==> src/rtl/hamming_pkg.sv <==
// hamming_pkg: FSM states, parity masks and data-to-position map for the (16,11) Hamming encoder.
package hamming_pkg;

    typedef enum logic [1:0] {
        IDLE,
        WAIT_HI,
        OUT_LO,
        OUT_HI
    } state_t;

    localparam int DATA_BITS = 11;
    localparam int CODE_BITS = 16;

    localparam logic [15:0] P1_MASK = 16'hAAA8;
    localparam logic [15:0] P2_MASK = 16'hCCC8;
    localparam logic [15:0] P4_MASK = 16'hF0E0;
    localparam logic [15:0] P8_MASK = 16'hFE00;

    // entry i is the Hamming position of data bit d(i+1)
    localparam logic [10:0][3:0] DATA_POS = {
        4'd15, 4'd14, 4'd13, 4'd12, 4'd11, 4'd10, 4'd9, 4'd7, 4'd6, 4'd5, 4'd3
    };

    function automatic logic [15:0] place_data(input logic [10:0] data);
        logic [15:0] body;
        body = '0;
        for (int i = 0; i < DATA_BITS; i++)
            body[DATA_POS[i]] = data[i];
        return body;
    endfunction

endpackage

==> src/rtl/hamming_parity.sv <==
// hamming_parity: maps 11 data bits onto a 16-bit Hamming codeword; c[0] carries overall
// parity only when HAMMING_ENC_P0_EN is defined.
module hamming_parity
    import hamming_pkg::*;
(
    input  logic [10:0] data,
    output logic [15:0] code
);

    logic [15:0] body;
    logic        p1, p2, p4, p8, p0;

    assign body = place_data(data);
    assign p1 = ^(body & P1_MASK);
    assign p2 = ^(body & P2_MASK);
    assign p4 = ^(body & P4_MASK);
    assign p8 = ^(body & P8_MASK);

`ifdef HAMMING_ENC_P0_EN
    // overall parity spans every other codeword bit, parity bits included
    assign p0 = ^body[15:1] ^ p1 ^ p2 ^ p4 ^ p8;
`else
    assign p0 = 1'b0;
`endif

    assign code = body | {7'b0, p8, 3'b0, p4, 1'b0, p2, p1, p0};

endmodule

==> src/rtl/hamming_encoder.sv <==
// hamming_encoder: byte-serial Hamming encoder, two message bytes in, two codeword bytes out.
// Define HAMMING_ENC_P0_EN to put overall (SECDED) parity in c[0].
module hamming_encoder
    import hamming_pkg::*;
#(
    parameter int W = 8
) (
    input  logic         Clk,
    input  logic         Reset,
    input  logic [W-1:0] InData,
    input  logic         InValid,
    output logic         InReady,
    output logic [W-1:0] OutData,
    output logic         OutValid,
    input  logic         OutReady,
    output logic [7:0]   CwCount
);

    state_t      state;
    logic [7:0]  lo;
    logic [15:0] cw;
    logic [15:0] code;

    hamming_parity u_parity (
        .data ({InData[2:0], lo}),
        .code (code)
    );

    // output byte is selected from the held codeword so it stays stable under backpressure
    assign OutData = state == OUT_LO ? cw[7:0] : state == OUT_HI ? cw[15:8] : '0;

    always_ff @(posedge Clk) begin
        if (Reset) begin
            state    <= IDLE;
            InReady  <= 1'b1;
            OutValid <= 1'b0;
            CwCount  <= '0;
            lo       <= '0;
            cw       <= '0;
        end else begin
            case (state)
                IDLE: if (InValid) begin
                    lo    <= InData;
                    state <= WAIT_HI;
                end
                WAIT_HI: if (InValid) begin
                    cw       <= code;
                    InReady  <= 1'b0;
                    OutValid <= 1'b1;
                    state    <= OUT_LO;
                end
                OUT_LO: if (OutReady)
                    state <= OUT_HI;
                OUT_HI: if (OutReady) begin
                    InReady  <= 1'b1;
                    OutValid <= 1'b0;
                    CwCount  <= CwCount + 8'd1;
                    state    <= IDLE;
                end
                default: state <= IDLE;
            endcase
        end
    end

endmodule

==> config.mk <==
export PLATFORM = sky130hd
export DESIGN_NAME = hamming_encoder
export DESIGN_NICKNAME = d
export VERILOG_FILES = /design/src/rtl/hamming_pkg.sv /design/src/rtl/hamming_parity.sv /design/src/rtl/hamming_encoder.sv
export SDC_FILE = /design/constraint.sdc
export NUM_CORES = 1
export LEC_CHECK = 0
export CORE_MARGIN = 3
export CORE_UTILIZATION = 25
export CTS_CLUSTER_DIAMETER = 120
export CTS_CLUSTER_SIZE = 10
export DETAILED_ROUTE_END_ITERATION = 7
export GPL_TIMING_DRIVEN = 1
export SYNTH_ARGS = -nofsm -noshare
export SYNTH_HDL_FRONTEND = slang
export SYNTH_SLANG_ARGS = --single-unit
==> constraint.sdc <==
create_clock -name Clk -period 3.65 [get_ports Clk]
set_input_delay 0.365 -clock Clk [delete_from_list [all_inputs] [get_ports Clk]]
set_output_delay 0.365 -clock Clk [all_outputs]
set_load 0.005 [all_outputs]
==> results.md <==
| Item | This run | Unit |
| --- | --- | --- |
| Mean cell area of the mapped netlist | 8.38 | µm² |
| Area fraction in compound gates after synthesis | 0.159 | - |
| Number of nets with antenna violations after detailed routing | 0 | - |
| Maximum Capacitance Violations | 0 | - |
| Post-CTS Hold Fix Bufs | 0 | - |
| Post-CTS Setup Bufs | 0 | - |
| Final Cycle Share | 0.656 | - |
| Area share of xor/xnor cells in the synthesized design | 0.135 | - |
| Maximum level of the CTS H-tree | 2 | - |
| Warnings from Yosys | 0 | - |
| Effective utilization at floorplan | 0.264 | - |
| CTS max path bufs | 2 | - |
| DRT Pass-1 Iters | 4 | - |
| Reg clk slew, reported paths | 0.07 | ns |
| Combinational family with the most area after synthesis | simple AND/OR/NAND/NOR gates | - |
| Number of ports placed on the die boundary | 30 | - |
| Fraction of registers with async set or reset after synthesis | 0 | - |
| Overall routed net length | 3890 | µm |
| Met1 track demand over resource | 0.140 | - |
| Placement Setup Slack | 1.54 | ns |
| Max stage delay cell, worst path | clkdlybuf4s50_1 | - |
| Buffers and inverters on the worst path | 1 | - |
| Clock Tree Root | clkbuf_8 | - |
| Area share of and/or/nand/nor cells after synthesis | 0.228 | - |
| Clock insertion delay at the later pin of the skew report | 0.28 | ns |
| Number of vias in the routed layout | 1468 | - |
| Final estimated routing congestion in global placement | 0.754 | - |
| Met2 capacity usage during global routing | 0.177 | - |
| TritonCTS Buffers | 5 | - |
| Cell area after synthesis | 0.00173 | mm² |
| Via count normalized by instance count | 4.72 | - |
| Via count of the first global-routing pass | 1422 | - |
| Crit start category | flip-flop | - |
| Power density over the cells | 556 | mW/mm² |
| Met3 GRT Util | 0.0341 | - |
| Final HPWL DP | 2810 | µm |
| Reported leakage power | 0.774 | nW |
| Worst reg-to-reg setup slack | 1.75 | ns |
| Number of instances in the synthesized netlist | 206 | - |
| Post-synthesis cell type count | 30 | - |
| Most numerous cell types in the synthesized netlist | 51 x nand2_1, 35 x dfxtp_1, 29 x a21oi_1 | - |
| Ys flop type | dfxtp_1 | - |
| Worst Max-Slew Pin Slew | 0.565 | ns |
| Maximum clock rate | 0.418 | GHz |
| Post-CTS resize count | 0 | - |
| Max-slew violations | 0 | - |
| Core ar. | 0.00653 | mm² |
| Top Usage Layer GRT | met2 | - |
| Status | finished, final reports clean | - |
| Final hold viol count | 0 | - |
| Setup violations, final | 0 | - |
| Floorplan die width | 89.1 | µm |
| Vert. Die Dim | 89.1 | µm |
| Setup crit end kind | primary output | - |
| Num Clock Sinks | 35 | - |
| Average routed wire per standard cell | 12.5 | µm |
| Global-route wire length before repair | 6870 | µm |
| Number of storage elements in the synthesis netlist | 35 | - |
| Ant diodes | 0 | - |
| Most repeated cell in the gate-level netlist after synthesis | nand2_1 | - |
| Worst min path class | reg -> reg | - |
| Die footprint | 0.00794 | mm² |
| WP data required | 3.28 | ns |
| Adder and majority cell fraction of the synthesized area | 0.0435 | - |
| Type of the worst setup path | reg -> out | - |
| Layout overhead on the synthesized area | 26.4 | % |
| Num rows | 29 | - |
| Worst path top cell family by delay | buffers and inverters | - |
| Tmin final | 2.40 | ns |
| Number of flops mapped to enable cells by yosys | 0 | - |
| Portion of netlist area occupied by mux cells | 0 | - |
| DRC viols | 0 | - |
| Sequential-to-total area share from yosys stat | 0.406 | - |
| Remaining global-route overflow | 0 | - |
| Total GRT Usage | 0.109 | - |
| RSZ-0062 raised after global routing | no | - |
| Overall Power | 1.21 | mW |
| Largest fanout on the critical path | 13 | - |
| IO buf count | 29 | - |
| Critical-path cell list | ha_1, nand2_1, o21ai_0, clkdlybuf4s50_1 | - |
| Setup clock skew after layout | 0.00231 | ns |
| Final sum of negative setup slack | 0 | ns |
| Hold_ws | 0.455 | ns |
| Ranking of synthesized cells by area | dfxtp_1 41%, nand2_1 11%, a21oi_1 8.4% | - |
| Post-Place Cells | 303 | - |
| Antenna violations before repair | 0 | - |
| Slowest stage delay, CP | 0.55 | ns |
| Slew headroom | 0.622 | - |
| Violation count after the first detailed-routing iteration | 66 | - |
| TritonCTS clock tree | yes | - |
| Max rail drop VDD | 0.000217 | V |
| Post-layout nets | 251 | - |
| Worst Path Arrival | 2.03 | ns |
| Area fraction of the dominant cell type after synthesis | 0.406 | - |
| Pin count of the biggest net entering global routing | 29 | - |
| Dominant cell type by area after synthesis | dfxtp_1 | - |
| Ratio of cells with drive above 1 in the final layout | 0.0427 | - |
| Worst-case setup margin in the final layout | 1.25 | ns |
| Synthesized net count | 224 | - |
| Number of standard cells in the layout, taps in and fillers out | 311 | - |
## final timing paths
| kind | startpoint | cells past startpoint | endpoint |
|---|---|---|---|
| setup reg to reg | state[0]$_SDFFE_PP0P_ | 4 | CwCount[7]$_SDFFE_PP0P_ |
| setup / recovery | state[0]$_SDFFE_PP0P_ | 4 | OutData[2] |
| hold / removal | cw[6]$_SDFFE_PP0P_ | 2 | cw[6]$_SDFFE_PP0P_ |
| hold reg to reg | cw[6]$_SDFFE_PP0P_ | 2 | cw[6]$_SDFFE_PP0P_ |
## state kept, by name (all words and copies together), names as in the netlist
register / cells
CwCount: 8
InReady: 1
OutValid: 1
cw: 15
lo: 8
state: 2
## metal layers
layer	vias to the layer above	routed length, µm
li1	765	-
met1	674	1840
met2	22	1810
met3	7	190
met4	0	52
met5	-	0
## layout make-up
cell class                      instances  area, µm²
Tap cell                               77       96.3
Fill cell                             709       4350
Timing Repair Buffer                   30        298
Clock buffer                            8        100
Multi-Input combinational cell        158        976
Sequential cell                        35        701
Inverter                                3       11.3
## metrics by stage
step | utilization | area [µm²]
floorplan | - | 1730
global placement | 0.319 | 2080
detailed placement | 0.319 | 2080
CTS | 0.334 | 2180
global route | 0.334 | 2180
finish | 0.334 | 2180
## kinds of logic (layout without fill, tap and decap cells)
group,Yosys count,in the layout
DFF,35,35
buffers and inverters,13,41
xor gates and xnor gates,15,15
AOI/OAI and AO/OA,51,51
and+or+nand+nor,86,86
adders and majority gates,6,6
## layout by cell type (no fill, tap or decap), types with 3 or more instances in the layout
cell type	Yosys	routed
dfxtp_1	35	35
xor2_1	3	3
nand2_1	51	51
xnor3_1	5	5
nor2_1	4	4
inv_1	3	3
nand2b_1	3	3
nand3_1	13	13
or3_1	3	3
ha_1	6	6
a21oi_1	29	29
o21bai_1	3	3
nand4_1	3	3
clkdlybuf4s50_1	0	29
xnor2_1	5	5
nand3b_1	4	4
o21ai_0	12	12
clkbuf_8	0	7
## worst register-to-register path, stage by stage, from the launching register on
cell     delay [ns]
dfxtp_1        0.40
ha_1           0.48
nand3_1        0.27
or4_1          0.55
a21oi_1        0.14
## where the power goes
part / switching (mW) / internal [mW] / total, mW
Clock: 0.139 / 0.172 / 0.311
Sequential: 0.0510 / 0.439 / 0.490
Combinational: 0.205 / 0.206 / 0.411
Total: 0.395 / 0.817 / 1.21
(Power assumes the default switching activity.)
